==> src/rtl/seg_7_mux.sv <==
// rtl/seg_7_mux.sv - multiplexed 7-segment hex display driver
// Scans N_DIGITS digits from a per-scan snapshot, with optional leading-zero blanking.
module seg_7_mux #(
    parameter int N_DIGITS     = 4,
    parameter int REFRESH_DIV  = 1000,
    parameter int COMMON_ANODE = 0
) (
    input  logic                    clk,
    input  logic                    rst,
    input  logic                    en,
    input  logic [4*N_DIGITS-1:0]   value,
    input  logic [N_DIGITS-1:0]     dp_in,
    input  logic                    blank_lz,
    output logic [6:0]              seg_7,
    output logic                    dp,
    output logic [N_DIGITS-1:0]     an,
    output logic                    digit_tick
);

    localparam int PW = (REFRESH_DIV > 2) ? $clog2(REFRESH_DIV) : 1;
    localparam int IW = $clog2(N_DIGITS);
    localparam logic [PW-1:0] PRESC_MAX = PW'(REFRESH_DIV - 1);
    localparam logic [IW-1:0] IDX_MAX   = IW'(N_DIGITS - 1);
    localparam logic INV = (COMMON_ANODE != 0);

    logic [PW-1:0]         presc_q, presc_d;
    logic [IW-1:0]         idx_q, idx_d;
    logic [4*N_DIGITS-1:0] snap_val_q, snap_val_d;
    logic [N_DIGITS-1:0]   snap_dp_q, snap_dp_d;
    logic                  snap_blz_q, snap_blz_d;
    logic                  load_pend_q, load_pend_d;
    logic                  adv_q, adv_d;
    logic [6:0]            seg_q, seg_d;
    logic                  dp_q, dp_d;
    logic [N_DIGITS-1:0]   an_q, an_d;
    logic                  tick_q, tick_d;

    logic [4*N_DIGITS-1:0] src_val;
    logic [N_DIGITS-1:0]   src_dp;
    logic                  src_blz;
    logic                  wrap, nz, blank, dp_sel;
    logic [3:0]            nib;
    logic [6:0]            seg_act;
    logic                  dp_act;
    logic [N_DIGITS-1:0]   an_sel, an_act;

    function automatic logic [6:0] hex7(input logic [3:0] h);
        case (h)
            4'h0: hex7 = 7'b1111110;
            4'h1: hex7 = 7'b0110000;
            4'h2: hex7 = 7'b1101101;
            4'h3: hex7 = 7'b1111001;
            4'h4: hex7 = 7'b0110011;
            4'h5: hex7 = 7'b1011011;
            4'h6: hex7 = 7'b1011111;
            4'h7: hex7 = 7'b1110000;
            4'h8: hex7 = 7'b1111111;
            4'h9: hex7 = 7'b1111011;
            4'hA: hex7 = 7'b1110111;
            4'hB: hex7 = 7'b0011111;
            4'hC: hex7 = 7'b1001110;
            4'hD: hex7 = 7'b0111101;
            4'hE: hex7 = 7'b1001111;
            default: hex7 = 7'b1000111;
        endcase
    endfunction

    always_comb begin
        presc_d     = presc_q;
        idx_d       = idx_q;
        snap_val_d  = snap_val_q;
        snap_dp_d   = snap_dp_q;
        snap_blz_d  = snap_blz_q;
        load_pend_d = load_pend_q;
        adv_d       = adv_q;
        tick_d      = 1'b0;
        seg_act     = 7'b0;
        dp_act      = 1'b0;
        an_act      = '0;

        // A pending load means the snapshot is stale; decode straight from the inputs.
        src_val = load_pend_q ? value    : snap_val_q;
        src_dp  = load_pend_q ? dp_in    : snap_dp_q;
        src_blz = load_pend_q ? blank_lz : snap_blz_q;

        nib    = 4'h0;
        dp_sel = 1'b0;
        nz     = 1'b0;
        an_sel = '0;
        for (int i = 0; i < N_DIGITS; i++) begin
            if (IW'(i) == idx_q) begin
                nib       = src_val[4*i +: 4];
                dp_sel    = src_dp[i];
                an_sel[i] = 1'b1;
            end
            if (IW'(i) >= idx_q && src_val[4*i +: 4] != 4'h0)
                nz = 1'b1;
        end
        blank = src_blz && (idx_q != '0) && !nz;

        wrap = (presc_q == PRESC_MAX);
        if (en) begin
            presc_d = wrap ? '0 : presc_q + 1'b1;
            adv_d   = wrap;
            if (wrap)
                idx_d = (idx_q == IDX_MAX) ? '0 : idx_q + 1'b1;
            if (load_pend_q || (wrap && idx_q == IDX_MAX)) begin
                snap_val_d = value;
                snap_dp_d  = dp_in;
                snap_blz_d = blank_lz;
            end
            load_pend_d = 1'b0;
            tick_d      = adv_q || load_pend_q;
            if (!blank) begin
                seg_act = hex7(nib);
                dp_act  = dp_sel;
                an_act  = an_sel;
            end
        end

        seg_d = seg_act ^ {7{INV}};
        dp_d  = dp_act ^ INV;
        an_d  = an_act ^ {N_DIGITS{INV}};
    end

    always_ff @(posedge clk or posedge rst) begin
        if (rst) begin
            presc_q     <= '0;
            idx_q       <= '0;
            snap_val_q  <= '0;
            snap_dp_q   <= '0;
            snap_blz_q  <= 1'b0;
            load_pend_q <= 1'b1;
            adv_q       <= 1'b0;
            seg_q       <= {7{INV}};
            dp_q        <= INV;
            an_q        <= {N_DIGITS{INV}};
            tick_q      <= 1'b0;
        end else begin
            presc_q     <= presc_d;
            idx_q       <= idx_d;
            snap_val_q  <= snap_val_d;
            snap_dp_q   <= snap_dp_d;
            snap_blz_q  <= snap_blz_d;
            load_pend_q <= load_pend_d;
            adv_q       <= adv_d;
            seg_q       <= seg_d;
            dp_q        <= dp_d;
            an_q        <= an_d;
            tick_q      <= tick_d;
        end
    end

    assign seg_7      = seg_q;
    assign dp         = dp_q;
    assign an         = an_q;
    assign digit_tick = tick_q;

endmodule

==> config.mk <==
export PLATFORM = sky130hd
export DESIGN_NAME = seg_7_mux
export DESIGN_NICKNAME = d
export VERILOG_FILES = /design/src/rtl/seg_7_mux.sv
export SDC_FILE = /design/constraint.sdc
export NUM_CORES = 1
export LEC_CHECK = 0
export ABC_CLOCK_PERIOD_IN_PS = 5900
export CAP_MARGIN = 20
export CORE_MARGIN = 1.5
export CORE_UTILIZATION = 50
export DETAILED_ROUTE_END_ITERATION = 8
export GPL_TIMING_DRIVEN = 0
export PLACE_DENSITY_LB_ADDON = 0.05
export SYNTH_ARGS = -nofsm -noshare
export SYNTH_HDL_FRONTEND = slang
export SYNTH_SLANG_ARGS = --single-unit
==> constraint.sdc <==
create_clock -name clk -period 5.9 [get_ports clk]
set_clock_uncertainty 0.05 [all_clocks]
set_input_delay 1.18 -clock clk [delete_from_list [all_inputs] [get_ports clk]]
set_output_delay 1.18 -clock clk [all_outputs]
set_load 0.05 [all_outputs]
# Yosys cells after proc, flatten, opt, wreduce, memory -nomap -nowiden
# Memories as Yosys holds them, arrays and structs flattened.
# Cells that the tools add are included.
[word_totals]
ff_bits = 48
latchBits = 0
mem_bits_rw = 0
mem_bits_ro = 112
inputBits = 24
word_cells = 69
memories = 1
[op_classes]
add_sub_neg = 2
mul = 0
n_div = 0
magnitude_cmp = 4
n_eq_ne = 5
n_shift = 0
muxes = 28
bitwise_logic = 0
reduce_logical = 18
[mem_list]
columns = ["memory", "depth", "word_bits", "read_ports", "rd_ports_with_merged_regs", "wr", "line_no", "source"]
rows = [
  ["(no name shown)", 16, 7, 1, 0, 0, "48", "case (h)"],
]
[ops]
columns = ["cell", "count"]
rows = [
  ["$mux W4", 7],
  ["$mux W1", 16],
  ["$mux W16", 1],
  ["$reduce_bool A4 Y1", 4],
  ["$mux W7", 2],
  ["$add A10 B1 Y10 const B", 1],
  ["$eq A10 B10 Y1 const B", 1],
  ["$mux W10", 1],
  ["$logic_and A1 B1 Y1", 7],
  ["$eq A2 B2 Y1 const A", 2],
  ["$ge A1 B2 Y1 const A", 2],
  ["$ge A2 B2 Y1 const A", 2],
  ["$reduce_and A2 Y1", 2],
  ["$add A2 B1 Y2 const B", 1],
  ["$eq A1 B2 Y1 const A", 1],
  ["$eq A2 B2 Y1 const B", 1],
  ["$logic_not A2 Y1", 1],
  ["$logic_or A1 B1 Y1", 2],
  ["$mux W2", 1],
  ["$reduce_bool A2 Y1", 1],
  ["$logic_not A1 Y1", 1],
]

# Depth between registers and ports, before layout
[depth]
word_depth = 11
mapped_depth = 12
ltp_nobuf = 11

# Worst setup path after synthesis
# OpenSTA, ideal clock, no wires.
[synth_path]
kind = "input-to-reg"
start = "input port value[12]"
end = "register seg_q[2] (netlist: seg_7[2])"
setup_time_ps = 123
arrival_time_ps = 2332
required_time_ps = 5727
setup_slack_ps = 3395
cell_stages = 9
n_path_buf = 0
cell_sequence = "mux2i_1 -> a22oi_1 -> nand2_1 -> inv_1 -> ha_1 -> inv_1 -> a21oi_1 -> a31oi_1 -> o221a_2"
[synth_between]
elab_chain_cells = 8
[synth_lines]
columns = ["item", "line_no", "source"]
rows = [
  ["from (decl)", "11", "input logic [4*N_DIGITS-1:0] value,"],
  ["$mux W16 (*)", "82", "src_val = load_pend_q ? value : snap_val_q;"],
  ["parallel branches: the longest is 5 deep, another holds $mem_v2 Z16 W7", "-", ""],
  ["$mux W7 (*)", "114", "if (!blank) begin"],
  ["$mux W7 (*)", "102", "if (en) begin"],
  ["named net seg_act[2]", "43", "logic [6:0] seg_act;"],
  ["to (signal assigned)", "135", "seg_q <= {7{INV}};"],
  ["to (signal assigned)", "147", "seg_q <= seg_d;"],
  ["to (decl)", "33", "logic [6:0] seg_q, seg_d;"],
]
# Mark *: on every way through the listed nets, which the timed path passes.
# A chain may end at the register's enable or synchronous reset.

# Final worst setup path
[layout_path]
start = "input port value[4]"
end = "register seg_q[3] (netlist: seg_7[3])"
[layout_between]
elab_chain_cells = 10
[layout_lines]
columns = ["item", "line_no"]
rows = [
  ["$mux W16 (*)", "82"],
  ["parallel branches: the longest is 7 deep, another holds $mem_v2 Z16 W7", "-"],
  ["$mux W7 (*)", "114"],
  ["$mux W7 (*)", "102"],
  ["named net seg_act[3]", "43"],
]
# Marked as above.

==> impl_metrics.py <==
metrics = {
    "status": {
        "status": "finished clean",
    },
    "cells_and_area": {
        "fillers": 457,
        "layout_common_cells": "dfrtp_1 (47), clkdlybuf4s50_1 (36), mux2_2 (28)",
        "antennaDiodeCount": 0,
        "final_common_cell": "dfrtp_1",
        "final_nets": 315,
        "instances_no_fill": 350,
        "final_layout_size_suffix_gt1_share_pct": 21.1,
        "area_growth_pct": 20.9,
    },
    "worst_setup_path": {
        "max_stage_delay_ps": 500,
        "crit_buf_inv": 3,
        "end_kind": "register",
        "r2r_cells": 11,
        "worst-setup-path-type": "in -> reg",
        "crit_fanout": 5,
        "cpMaxStageDelayCell": "clkdlybuf4s50_1",
        "worstPathArrival_ps": 3180,
        "ff2ff_setup_slack_ps": 3180,
        "r2r_start": "idx_q[1]",
        "reg2reg_to": "seg_7[3]",
        "cp_cell_sequence": "clkdlybuf4s50_1 -> mux2i_1 -> o221ai_1 -> nand2_1 -> inv_1 -> ha_1 -> inv_1 -> o311ai_0 -> a21boi_1",
        "critPathTopFamily": "compound AO/OA/AOI/OAI gates",
        "startpoint_type": "input pin",
        "cp_common_cell": "inv_1",
        "worstPathRequired_ps": 6020,
    },
    "floorplanning": {
        "rows": 26,
        "die_h_um": 76.4,
        "dieWidth_um": 76.4,
        "coreArea_um2": 5140,
        "ios": 37,
        "die_area_um2": 5830,
        "initial_utilization_pct": 52.3,
    },
    "synthesis": {
        "ys_types": 57,
        "syn_area_per_cell_um2": 11.4,
        "ys.flop_type": "dfrtp_1",
        "netlist_area_um2": 2690,
        "yosysTopAreaCell": "dfrtp_1",
        "synth_seq_cells": 48,
        "synthCells": 235,
        "synth_edf_count": 0,
        "ys_async_sr_fraction_pct": 100,
        "yosysSeqAreaShare_pct": 44.7,
        "ys_warn_count": 0,
        "synth_fp_nets": 271,
        "yosys-top-cells-area": "dfrtp_1 (44%), mux2_2 (12%), ha_1 (5.6%)",
        "yosysTopAreaCellShare_pct": 43.7,
    },
    "min_path": {
        "min_path_type": "reg -> reg",
        "whs_endpoint": "adv_q",
        "hold_start": "adv_q",
        "holdPathStages": 1,
    },
    "clocking": {
        "htreeDepth": 2,
        "cts-hold-fix-buffers": 0,
        "cts_inserted_buffers": 5,
        "post_cts_resized": 0,
        "cts_tree": "done",
        "cts_root_buf": "clkbuf_8",
        "clock_path_buffers": 2,
        "insertion_delay_ps": 300,
        "cts_setup_buffers": 0,
        "cts_num_sinks": 48,
        "path_clk_slew_ps": 80,
    },
    "routing": {
        "drt-vias-per-instance": 5.64,
        "vias": 1974,
        "ant_nets": 0,
        "drt_iter0_drc": 129,
        "wl_per_cell_um": 15.5,
        "drtPass1Iterations": 4,
        "drc": 0,
        "wl_um": 5420,
    },
    "sta": {
        "rsz0062_at_grt": "false",
        "finalSetupTns_ps": 0,
        "finalHoldViolCount": 0,
        "setup_viol": 0,
        "layout_min_cycle_time_ps": 3060,
        "worstMarginPinSlew_ps": 916,
        "clock.fmax_mhz": 327,
        "drv_slew": 0,
        "relSlewSlack_pct": 38.4,
        "fin_crit_sh_pct": 51.8,
    },
    "global_routing": {
        "track_usage_pct": 19.9,
        "grt_max_degree": 34,
        "antenna_found_initial": 0,
        "grt_overflow": 0,
        "grt_pass1_vias": 1921,
        "grt_pass1_wl_um": 9290,
    },
    "place": {
        "dp_hpwl_um": 4080,
        "place_congestion": 0.870,
        "placedCellCount": 342,
        "port_buffers": 36,
    },
    "power": {
        "sw_frac_of_total_pct": 28.2,
        "power_frac_seq_pct": 53.7,
        "switchingPower_mw": 0.195,
        "p_int_mw": 0.497,
        "clkPwrFrac_pct": 29.9,
        "cellLeakagePower_nw": 1.48,
        "ir_worst_vdd_v": 0.000136,
        "combPwrFrac_pct": 16.4,
        "p_per_area_nw_per_um2": 213,
    },
    "job": {
        "cap_violations": 0,
    },
}
==> sequential cells by signal, summed over array words and instances, names as in the netlist <==
name         flops
snap_val_q      16
snap_dp_q        4
presc_q         10
digit_tick       1
load_pend_q      1
snap_blz_q       1
adv_q            1
idx_q            2
an               4
dp               1
seg_7            7
==> area by class of cell <==
type,count,area (um2),share of cell area (%)
Buffer,8,50.0,1.54
Clock buffer,7,86.3,2.65
Clock inverter,1,8.76,0.269
Inverter,9,33.8,1.04
Multi-Input combinational cell,170,1400,43.2
Sequential cell,48,1200,37.0
Tap cell,70,87.6,2.69
Timing Repair Buffer,37,380,11.7
==> power by group through the flow <==
stage / Combinational [mW] / Sequential (mW) / Clock [mW]
final: 0.114 / 0.372 / 0.207
after CTS: 0.115 / 0.372 / 0.210
after global placement: 0.110 / 0.378 / 0
after detailed placement: 0.114 / 0.378 / 0
after global routing: 0.124 / 0.377 / 0.226
after floorplan: 0.0536 / 0.392 / 0
==> metal layers <==
metal	share of wire (%)	wire length (um)	track usage, %
met5	0	0	0
met3	3.3	179	4.19
met4	1.8	97	5.37
met2	47	2570	31.3
met1	48	2580	28.0
==> through the flow <==
stage,setup WS [ps],power (mW),utilization [%],hold WS (ps),cell area [um2]
2_1_floorplan,3400,0.445,-,400,2690
3_3_place_gp,2570,0.489,61.1,410,3140
3_5_place_dp,2590,0.493,61.4,438,3160
4_1_cts,2880,0.696,63.3,459,3250
5_1_grt,2720,0.727,63.3,471,3250
6_report,2840,0.693,63.3,455,3250
==> cells in the mapped netlist (4+ instances only) <==
cell	n
inv_1	9
a21oi_1	6
xnor2_1	4
nand3_1	4
o21ai_0	10
a22oi_1	4
mux2i_1	13
mux2_2	28
nor2b_1	4
nor2_1	11
nand2_1	14
buf_2	4
dfrtp_1	47
ha_1	12
nor4_1	4
and2_1	4
==> worst max path at each step <==
| stage | start | to | slack, ps | depth (start not counted) |
|---|---|---|---|---|
| after floorplan | value[12] | seg_7[2] | 3400 | 9 |
| after global placement | rst | snap_dp_q[3] | 2570 | 2 |
| after detailed placement | value[4] | seg_7[2] | 2590 | 10 |
| after CTS | value[4] | seg_7[3] | 2880 | 9 |
| after global routing | value[4] | seg_7[1] | 2720 | 10 |
| final | value[4] | seg_7[3] | 2840 | 9 |
==> cells by family after synthesis <==
kind of cell	count (synthesis)	synth area share [%]
multiplexers	42	17.1
AND/OR/NAND/NOR	62	14.0
adder cells (fa/ha/maj)	12	5.58
flip-flops	48	44.7
buffers and inverters	17	3.12
AO/OA/AOI/OAI	49	13.9
XOR/XNOR	5	1.63
Note: power is estimated with default switching activity, not from simulation.
